[config.mk]
export PLATFORM = sky130hd
export DESIGN_NAME = duc_frame_scheduler
export DESIGN_NICKNAME = d
export VERILOG_FILES = /design/src/rtl/duc_sched_pkg.sv /design/src/rtl/duc_frame_counter.sv /design/src/rtl/duc_frame_scheduler.sv
export SDC_FILE = /design/constraint.sdc
export NUM_CORES = 1
export LEC_CHECK = 0
export CAP_MARGIN = 0
export CORE_ASPECT_RATIO = 0.6
export CORE_MARGIN = 8
export CORE_UTILIZATION = 49
export CTS_BUF_LIST = sky130_fd_sc_hd__clkbuf_8
export DETAILED_ROUTE_END_ITERATION = 10
export GPL_TIMING_DRIVEN = 1
export MAX_ROUTING_LAYER = met4
export PLACE_DENSITY = 0.87
export SYNTH_ARGS = -nofsm -noshare
export SYNTH_HDL_FRONTEND = slang
export SYNTH_SLANG_ARGS = --single-unit
export TNS_END_PERCENT = 20
[constraint.sdc]
create_clock -name aclk -period 3.5 [get_ports aclk]
set_input_delay 0.525 -clock aclk [delete_from_list [all_inputs] [get_ports aclk]]
set_output_delay 0.525 -clock aclk [all_outputs]
set_load 0.01 [all_outputs]
[src/rtl/duc_sched_pkg.sv]
// rtl/duc_sched_pkg.sv - shared types and constants for the DUC frame scheduler
// Purpose: frame-scheduler FSM state encoding and default frame/rate constants.
// Ports: none (package).
package duc_sched_pkg;

   typedef enum logic [2:0] {
      IDLE,
      SETTLE,
      STREAM,
      GUARD,
      DONE
   } state_t;

   localparam logic [15:0] DEFAULT_RATE = 16'd40;
   localparam int          DEFAULT_NFFT = 4096;
   localparam int          DEFAULT_CP   = 256;

endpackage

[src/rtl/duc_frame_counter.sv]
// rtl/duc_frame_counter.sv - sample/symbol position counter for one OFDM frame
// Purpose: tracks the sample index inside the current symbol and the symbol index
//          inside the frame, advancing only on accepted beats.
// Ports:
//   clk, rst       clock, synchronous active-high reset
//   clr            return both counters to zero (held while the scheduler is idle)
//   beat           one accepted output beat this cycle
//   sym_len        samples per symbol (nfft + cp_len), LEN_W+1 bits
//   num_sym        symbols per frame (non-zero)
//   first_beat     current position is the first sample of a symbol
//   last_beat      current position is the final sample of the frame
module duc_frame_counter #(
   parameter int LEN_W = 16,
   parameter int SYM_W = 8
) (
   input  logic             clk,
   input  logic             rst,
   input  logic             clr,
   input  logic             beat,
   input  logic [LEN_W:0]   sym_len,
   input  logic [SYM_W-1:0] num_sym,
   output logic             first_beat,
   output logic             last_beat
);

   localparam logic [LEN_W:0]   ONE_L = (LEN_W+1)'(1);
   localparam logic [SYM_W-1:0] ONE_S = SYM_W'(1);

   logic [LEN_W:0]   samp_cnt_q, samp_cnt_d;
   logic [SYM_W-1:0] sym_cnt_q,  sym_cnt_d;
   logic             last_samp;

   assign last_samp  = (samp_cnt_q == sym_len - ONE_L);
   assign first_beat = (samp_cnt_q == '0);
   assign last_beat  = last_samp && (sym_cnt_q == num_sym - ONE_S);

   always_comb begin
      samp_cnt_d = samp_cnt_q;
      sym_cnt_d  = sym_cnt_q;
      if (clr) begin
         samp_cnt_d = '0;
         sym_cnt_d  = '0;
      end else if (beat) begin
         if (last_samp) begin
            samp_cnt_d = '0;
            sym_cnt_d  = sym_cnt_q + ONE_S;
         end else begin
            samp_cnt_d = samp_cnt_q + ONE_L;
         end
      end
   end

   always_ff @(posedge clk) begin
      if (rst) begin
         samp_cnt_q <= '0;
         sym_cnt_q  <= '0;
      end else begin
         samp_cnt_q <= samp_cnt_d;
         sym_cnt_q  <= sym_cnt_d;
      end
   end

endmodule

[src/rtl/duc_frame_scheduler.sv]
// rtl/duc_frame_scheduler.sv - sequences one OFDM TX frame from the IFFT/CP source into the DUC
// Purpose: on start, latches frame config and rate, settles the DUC/DDC rate ports,
//          passes num_sym*(nfft+cp_len) beats with tlast/symbol markers, then flushes
//          the interpolation chain with zero guard beats.
// Ports:
//   aclk, areset                      clock, synchronous active-high reset
//   start, cfg_*                      frame request and configuration
//   Interp_ratio, decimate_ratio      latched rate to the DUC/DDC
//   S_AXIS_*                          IQ from the sample source
//   M_AXIS_*                          IQ to the DUC (tkeep follows tvalid)
//   sym_start                         first beat (CP start) of each symbol
//   busy, done, err_tlast             status; err_tlast is sticky until the next frame
module duc_frame_scheduler
   import duc_sched_pkg::*;
#(
   parameter int DATA_W     = 32,
   parameter int LEN_W      = 16,
   parameter int SYM_W      = 8,
   parameter int SETTLE_CYC = 16,
   parameter int GUARD_LEN  = 64
) (
   input  logic                aclk,
   input  logic                areset,
   input  logic                start,
   input  logic [SYM_W-1:0]    cfg_num_sym,
   input  logic [LEN_W-1:0]    cfg_nfft,
   input  logic [LEN_W-1:0]    cfg_cp_len,
   input  logic [15:0]         cfg_rate,
   output logic [15:0]         Interp_ratio,
   output logic [15:0]         decimate_ratio,
   input  logic [DATA_W-1:0]   S_AXIS_tdata,
   input  logic                S_AXIS_tvalid,
   input  logic                S_AXIS_tlast,
   output logic                S_AXIS_tready,
   output logic [DATA_W-1:0]   M_AXIS_tdata,
   output logic                M_AXIS_tvalid,
   input  logic                M_AXIS_tready,
   output logic                M_AXIS_tlast,
   output logic [DATA_W/8-1:0] M_AXIS_tkeep,
   output logic                sym_start,
   output logic                busy,
   output logic                done,
   output logic                err_tlast
);

   localparam int             CW          = 16;
   localparam logic [CW-1:0]  SETTLE_LAST = CW'(SETTLE_CYC - 1);
   localparam logic [CW-1:0]  GUARD_LAST  = CW'(GUARD_LEN - 1);
   localparam logic [CW-1:0]  CNT_ONE     = CW'(1);

   state_t           state_q,   state_d;
   logic [SYM_W-1:0] num_sym_q, num_sym_d;
   logic [LEN_W:0]   sym_len_q, sym_len_d;
   logic [15:0]      rate_q,    rate_d;
   logic             err_q,     err_d;
   logic [CW-1:0]    settle_q,  settle_d;
   logic [CW-1:0]    guard_q,   guard_d;

   logic cfg_ok, beat, first_beat, last_beat;

   assign cfg_ok = start && (cfg_num_sym != '0) && (cfg_nfft != '0) && (cfg_rate != '0);

   duc_frame_counter #(
      .LEN_W (LEN_W),
      .SYM_W (SYM_W)
   ) u_cnt (
      .clk        (aclk),
      .rst        (areset),
      .clr        (state_q == IDLE),
      .beat       (beat),
      .sym_len    (sym_len_q),
      .num_sym    (num_sym_q),
      .first_beat (first_beat),
      .last_beat  (last_beat)
   );

   always_comb begin
      state_d       = state_q;
      num_sym_d     = num_sym_q;
      sym_len_d     = sym_len_q;
      rate_d        = rate_q;
      err_d         = err_q;
      settle_d      = settle_q;
      guard_d       = guard_q;
      beat          = 1'b0;
      S_AXIS_tready = 1'b0;
      M_AXIS_tvalid = 1'b0;
      M_AXIS_tdata  = '0;
      M_AXIS_tlast  = 1'b0;
      case (state_q)
         IDLE: begin
            if (cfg_ok) begin
               num_sym_d = cfg_num_sym;
               sym_len_d = {1'b0, cfg_nfft} + {1'b0, cfg_cp_len};
               rate_d    = cfg_rate;
               err_d     = 1'b0;
               settle_d  = '0;
               state_d   = (SETTLE_CYC == 0) ? STREAM : SETTLE;
            end
         end
         SETTLE: begin
            settle_d = settle_q + CNT_ONE;
            if (settle_q == SETTLE_LAST) begin
               state_d = STREAM;
            end
         end
         STREAM: begin
            // Zero-latency pass-through; the frame length is set by the count,
            // upstream tlast is only checked against it.
            M_AXIS_tvalid = S_AXIS_tvalid;
            S_AXIS_tready = M_AXIS_tready;
            M_AXIS_tdata  = S_AXIS_tdata;
            M_AXIS_tlast  = last_beat && S_AXIS_tvalid;
            beat          = S_AXIS_tvalid && M_AXIS_tready;
            if (beat) begin
               if (S_AXIS_tlast != last_beat) begin
                  err_d = 1'b1;
               end
               if (last_beat) begin
                  guard_d = '0;
                  state_d = (GUARD_LEN == 0) ? DONE : GUARD;
               end
            end
         end
         GUARD: begin
            M_AXIS_tvalid = 1'b1;
            if (M_AXIS_tready) begin
               guard_d = guard_q + CNT_ONE;
               if (guard_q == GUARD_LAST) begin
                  state_d = DONE;
               end
            end
         end
         DONE: begin
            state_d = IDLE;
         end
         default: begin
            state_d = IDLE;
         end
      endcase
   end

   always_ff @(posedge aclk) begin
      if (areset) begin
         state_q   <= IDLE;
         num_sym_q <= '0;
         sym_len_q <= '0;
         rate_q    <= DEFAULT_RATE;
         err_q     <= 1'b0;
         settle_q  <= '0;
         guard_q   <= '0;
      end else begin
         state_q   <= state_d;
         num_sym_q <= num_sym_d;
         sym_len_q <= sym_len_d;
         rate_q    <= rate_d;
         err_q     <= err_d;
         settle_q  <= settle_d;
         guard_q   <= guard_d;
      end
   end

   // Guard beats sit at samp_cnt == 0, so the marker is qualified by STREAM.
   assign sym_start      = (state_q == STREAM) && first_beat && S_AXIS_tvalid;
   assign M_AXIS_tkeep   = {(DATA_W/8){M_AXIS_tvalid}};
   assign busy           = (state_q != IDLE) && (state_q != DONE);
   assign done           = (state_q == DONE);
   assign err_tlast      = err_q;
   assign Interp_ratio   = rate_q;
   assign decimate_ratio = rate_q;

endmodule
# == Word-level counts from Yosys, hierarchy flattened ==
# Cells that the tools add are included.
# op_classes
n_reduce_logical,25
mux,23
eq_ne,17
addsub,7
# ops
operator,n
16-bit 2-to-1 mux,4
16-bit case mux with 2 select lines,2
16-bit by 1-bit adder with 16-bit output (second input constant),2
32-bit 2-to-1 mux,1
16-bit nonzero test,2
3-bit 2-to-1 mux,6
16-bit by 16-bit adder with 17-bit output,1
17-bit by 1-bit adder with 17-bit output (second input constant),1
17-bit == test,1
17-bit logical NOT,1
17-bit 2-to-1 mux,1
17-bit by 1-bit subtractor with 17-bit output (second input constant),1
16-bit by 4-bit == test with 1-bit output (second input constant),1
16-bit by 6-bit == test with 1-bit output (second input constant),1
2-bit != test (second input constant),7
3-bit case mux with 4 select lines,1
1-bit logical AND,9
8-bit by 1-bit adder with 8-bit output (second input constant),1
8-bit == test,1
4-bit AND reduction,2
8-bit nonzero test,1
8-bit by 1-bit subtractor with 8-bit output (second input constant),1
3-bit by 2-bit == test with 1-bit output (second input constant),2
1-bit 2-to-1 mux,6
11 further kinds,16
# totals
input_bits,94
output_inout_bits,75
reg_bits,102
elab_cells,81

# == Longest topological paths before layout ==
# depth
ltp_word,7
ltp_mapped,11
mapped_depth_nobuf,11

# == Cells and area by module ==
# Synthesis repeated with hierarchy kept, for this count alone.
# hier_totals
hier_cells,837
area_unflattened_um2,6620.1
# by_module_without_submodules
module,n_inst,area_per_inst_um2,cells_each,seq_area_each_um2
duc_frame_scheduler,1,4423.0,551,1541.5
duc_frame_counter,1,2197.1,286,500.5

# == Worst setup path before layout ==
# OpenSTA, ideal clock, no wires.
# synth_timing
kind,input to register
startpoint,input port cfg_nfft[0]
endpoint,register sym_len_q[14]
arrival_time_ns,2.813
n_path_buf,0
t_required_ns,3.438
path_stages,11
path_slack_ns,0.625
setup_ns,0.062
path_cell_list,ha_1 inv_1 fa_1 nor2b_1 o21ai_0 a21boi_0 o211ai_1 a311oi_1 o21ai_0 or4_1 nand3_1
# synth_via
elab_chain_cells,4
elab_cells_between_ends,5
cone_classes,add/sub: 1; reduce/logical: 4
# synth_lines
element,line_no,rtl
"start, declared",duc_frame_scheduler.sv:26,"input logic [LEN_W-1:0] cfg_nfft,"
branches (longest 4 deep; another with 16-bit by 16-bit adder with 17-bit output),-,
"end signal, assigned",duc_frame_scheduler.sv:155,sym_len_q <= sym_len_d;
"end, declared",duc_frame_scheduler.sv:53,"logic [LEN_W:0] sym_len_q, sym_len_d;"
# Several ways; the timed one is not identified.
# A chain may end at the register's enable or synchronous reset.

# == Worst setup path in the final report ==
# layout_timing
startpoint,register sym_len_q[0]
endpoint,output port M_AXIS_tlast
# layout_via
elab_chain_cells,5
# layout_lines
element,line_no,rtl
17-bit by 1-bit subtractor with 17-bit output,duc_frame_counter.sv:33,assign last_samp = (samp_cnt_q == sym_len - ONE_L);
17-bit == test,duc_frame_counter.sv:33,
1-bit logical AND,duc_frame_counter.sv:35,assign last_beat = last_samp && (sym_cnt_q == num_sym - ONE_S);
1-bit logical AND,duc_frame_scheduler.sv:113,M_AXIS_tlast = last_beat && S_AXIS_tvalid;
1-bit 2-to-1 mux,duc_frame_scheduler.sv:90,case (state_q)
"end, declared",duc_frame_scheduler.sv:38,"output logic M_AXIS_tlast,"
# No other way between the ends.

==> summary.log <==
[yosys] total standard cell area after synthesis 6519 sq um
[timing] Slew Limit Headroom 0.2931
[grt] maximum number of pins on one net before global-route repair 72
[clocking] Clock H-tree levels 3
[yosys] area share of the leading cell type in the synthesized netlist 0.3132
[worst_setup_path] Max stage delay cell, worst path sky130_fd_sc_hd__dfxtp_2
[worst_setup_path] data required time at the worst endpoint 2.97 ns
[worst_setup_path] critical path capture point type primary output
[timing] Max Clock Skew 0.01832 ns
[grt] Total GRT Usage 0.2317
[power] worst vdd ir 0.1975 mV
[final_layout] Filler cells 1063
[yosys] sequential-to-total area share from yosys stat 0.3132
[clocking] CTS tree built
[yosys] synthesis warning total 0
[place] GPL Wtd Cong 0.9246
[floorplanning] starting density of the core 0.5041
[yosys] post-synthesis cell type count 69
[grt] via count of the first global-routing pass 6272
[status] run status complete, no violations
[floorplanning] DIE AREA 17370 sq um
[final_layout] net count reported at finish 1090
[floorplanning] I/O Pins 169
[worst_setup_path] data arrival time of the critical path 2.78 ns
[final_layout] antenna fix cells 0
[final_layout] number of standard cells in the layout, taps in and fillers out 1147
[yosys] Seq cells post-synth 102
[power] power density relative to cell area 324.2 nW/um^2
[yosys] synthesized instance count 818
[worst_setup_path] cell count of the worst reg-to-reg path 11
[detailed_routing] violation count after the first detailed-route iteration 673
[yosys] post-synth top area cell sky130_fd_sc_hd__dfxtp_1
[yosys] commonest cells in the netlist sky130_fd_sc_hd__nor2_1, sky130_fd_sc_hd__dfxtp_1, sky130_fd_sc_hd__nand2_1
[detailed_routing] router iterations before antenna repair 5
[place] count of input and output buffers 168
[grt] grt total ovfl 0
[timing] setup violation total in the final timing report 0
[floorplanning] count of standard-cell rows 32
[worst_setup_path] sequence of cells on the critical path inv_1, ha_1, nor4b_2, nand2_1, a211oi_4, nand3_2, a2111oi_4, buf_4, nand3_1, nor2_1, clkbuf_2
[worst_setup_path] Max Fanout on Critical Path 4
[place] placed instance area 8341 sq um
[clocking] clock root buffer master sky130_fd_sc_hd__clkbuf_8
[timing] final hold slack 0.5003 ns
[timing] pin slew with the least headroom to its limit 1.049 ns
[yosys] number of synthesized flops with an enable pin 0
[detailed_routing] count of antenna-violating nets left after detailed routing 0
[final_layout] fraction of layout instances using a drive strength above 1 0.07267
[clocking] clock transition at the registers of the reported paths 0.12 ns
[yosys] Avg Synthesized Cell Area 7.969 sq um
[worst_setup_path] critical path class reg2out
[job] number of maximum-capacitance violations 0
[detailed_routing] number of vias after detailed routing 6551
[yosys] syn nets 936
[floorplanning] Horiz. Die Dim 164.9 um
[min_path] Worst Hold Depth 1
[worst_setup_path] launching element type of the critical path flip-flop
[place] DP HPWL 15.52 mm
[yosys] leading register cell type out of synthesis sky130_fd_sc_hd__dfxtp_1
[timing] crit share post-route 0.9436
[final_layout] layout-stage area growth over the synthesis result 31.54%
[timing] Hold Violations, Final 0
[timing] Fmax 0.3028 GHz
[grt] wire length of the first global-routing pass 31.95 mm
[clocking] number of buffers created by CTS 9
[clocking] # clock sinks 102
[timing] shortest clock period the worst path allows after layout 3.303 ns
[yosys] Synth area leaders sky130_fd_sc_hd__dfxtp_1, sky130_fd_sc_hd__nor2_1, sky130_fd_sc_hd__mux2i_1, sky130_fd_sc_hd__xnor2_1, sky130_fd_sc_hd__ha_1
[detailed_routing] overall routed net length 20.04 mm
[yosys] most frequently used cell type in the post-synthesis netlist sky130_fd_sc_hd__nor2_1
[clocking] worst skew pair latency 0.39 ns
[worst_setup_path] max incr delay on CP 0.35 ns
[yosys] async set-reset flop share out of synthesis 0
[floorplanning] Core Area 12930 sq um
[final_layout] post-route standard cell area excluding fillers 8574 sq um
[grt] initial antenna violation count 0
[power] Total Power 2.780 mW
[power] Static Leakage 3.244 nW
[detailed_routing] detailed-route vias per instance 5.711
[min_path] worst hold path class reg2reg
[place] cell count after placement 1130
[timing] max-slew violation count 0
[floorplanning] Die Span Y 105.3 um
[clocking] maximum clock path buffer count 2
[final_layout] fraction of the core area covered by cells at the end of the flow 0.6630
[detailed_routing] average wire per cell in the routed design 17.47 um
[detailed_routing] # DRC 0
## where the power goes
| group | switching, mW | internal, mW | total (mW) |
|---|---|---|---|
| Clock | 0.454 | 0.299 | 0.752 |
| Combinational | 0.392 | 0.387 | 0.778 |
| Sequential | 0.0485 | 1.20 | 1.25 |
| Total | 0.894 | 1.89 | 2.78 |
## final timing paths
kind / start / to / slack (ns)
worst max register to register: sym_len_q[0] / guard_q[9] / 0.37
worst max-delay path: sym_len_q[0] / M_AXIS_tlast / 0.20
worst min-delay path: guard_q[15] / guard_q[15] / 0.50
worst min register to register: guard_q[15] / guard_q[15] / 0.50
## cells in the final DEF (no fill, tap or decap), types with 3 or more instances in the layout
master,count
sky130_fd_sc_hd__xor2_1,21
sky130_fd_sc_hd__nand3_1,37
sky130_fd_sc_hd__or4_1,5
sky130_fd_sc_hd__and4_1,5
sky130_fd_sc_hd__a311oi_1,14
sky130_fd_sc_hd__inv_8,3
sky130_fd_sc_hd__clkbuf_8,10
sky130_fd_sc_hd__dfxtp_1,100
sky130_fd_sc_hd__o211ai_1,7
sky130_fd_sc_hd__and3_1,15
sky130_fd_sc_hd__nor3_1,23
sky130_fd_sc_hd__nor3b_1,3
sky130_fd_sc_hd__nand4_1,16
sky130_fd_sc_hd__nand3b_1,4
sky130_fd_sc_hd__inv_1,25
sky130_fd_sc_hd__o21a_1,10
sky130_fd_sc_hd__ha_1,23
sky130_fd_sc_hd__mux2i_1,32
sky130_fd_sc_hd__clkdlybuf4s50_1,166
sky130_fd_sc_hd__nor2b_1,4
sky130_fd_sc_hd__nor4_1,20
sky130_fd_sc_hd__nor4b_1,3
sky130_fd_sc_hd__buf_4,32
sky130_fd_sc_hd__o21ai_0,32
sky130_fd_sc_hd__a21oi_1,38
sky130_fd_sc_hd__nand2_1,60
sky130_fd_sc_hd__a31oi_1,15
sky130_fd_sc_hd__a32oi_1,3
sky130_fd_sc_hd__nor2_1,110
sky130_fd_sc_hd__and2_1,38
sky130_fd_sc_hd__or2_2,3
sky130_fd_sc_hd__a21boi_0,4
sky130_fd_sc_hd__o22ai_1,3
sky130_fd_sc_hd__xnor2_1,35
sky130_fd_sc_hd__nand2b_1,5
## timing repair
item                                    4_1_cts  5_1_grt
hold buffers                                  0        0
pin swaps                                     1        2
endpoints found under the setup margin        1        1
resized for setup                             5        5
setup buffers                                 0        1
## area by class of cell
class / instances / area (sq um) / share of cell area
clock buffer: 10 / 137.6 / 0.01605
multi-input combinational: 634 / 4114 / 0.4798
inverter: 25 / 93.84 / 0.01094
clock inverter: 6 / 60.06 / 0.007004
timing repair buffer: 200 / 1912 / 0.2230
tap: 170 / 212.7 / 0.02481
sequential: 102 / 2044 / 0.2384
## registers in the layout (all words and copies together) (netlist names)
| signal | count |
|---|---|
| guard_q | 16 |
| settle_q | 16 |
| err_tlast | 1 |
| num_sym_q | 8 |
| sym_len_q | 17 |
| state_q | 3 |
| u_cnt.sym_cnt_q | 8 |
| Interp_ratio | 16 |
| u_cnt.samp_cnt_q | 17 |
## per-layer routing
layer,routed length [um],part of all wire,vias to the layer above,GRT usage
li1,-,-,3225,-
met1,8649,0.43,3026,0.2855
met2,9345,0.47,272,0.3613
met3,1737,0.087,28,0.07537
met4,306,0.015,0,0.05634
met5,0,0,-,-
## critical path, delay by kind of cell (launching register included)
kind | cells | cell delay, ns
buffers and inverters | 3 | 0.36
AND/OR/NAND/NOR | 5 | 0.86
flip-flops | 1 | 0.35
adder cells (fa/ha/maj) | 1 | 0.20
AO/OA/AOI/OAI | 2 | 0.64
## per-stage QoR
stage	worst slack, ns	setup TNS (ns)
global route	-0.02642	-0.02642
detailed placement	0.03489	0
global placement	0.1185	0
floorplan	0.6247	0
finish	0.1974	0
CTS	0.01689	0
## kinds of logic after synthesis
logic type | after synthesis | share of synthesized area
simple gates | 364 | 0.2852
compound gates | 157 | 0.1658
flops | 102 | 0.3132
buf+inv | 82 | 0.06161
xor+xnor | 57 | 0.07774
mux | 32 | 0.04914
fa+ha+maj | 24 | 0.04722
Power figures use the tool's default switching activity.
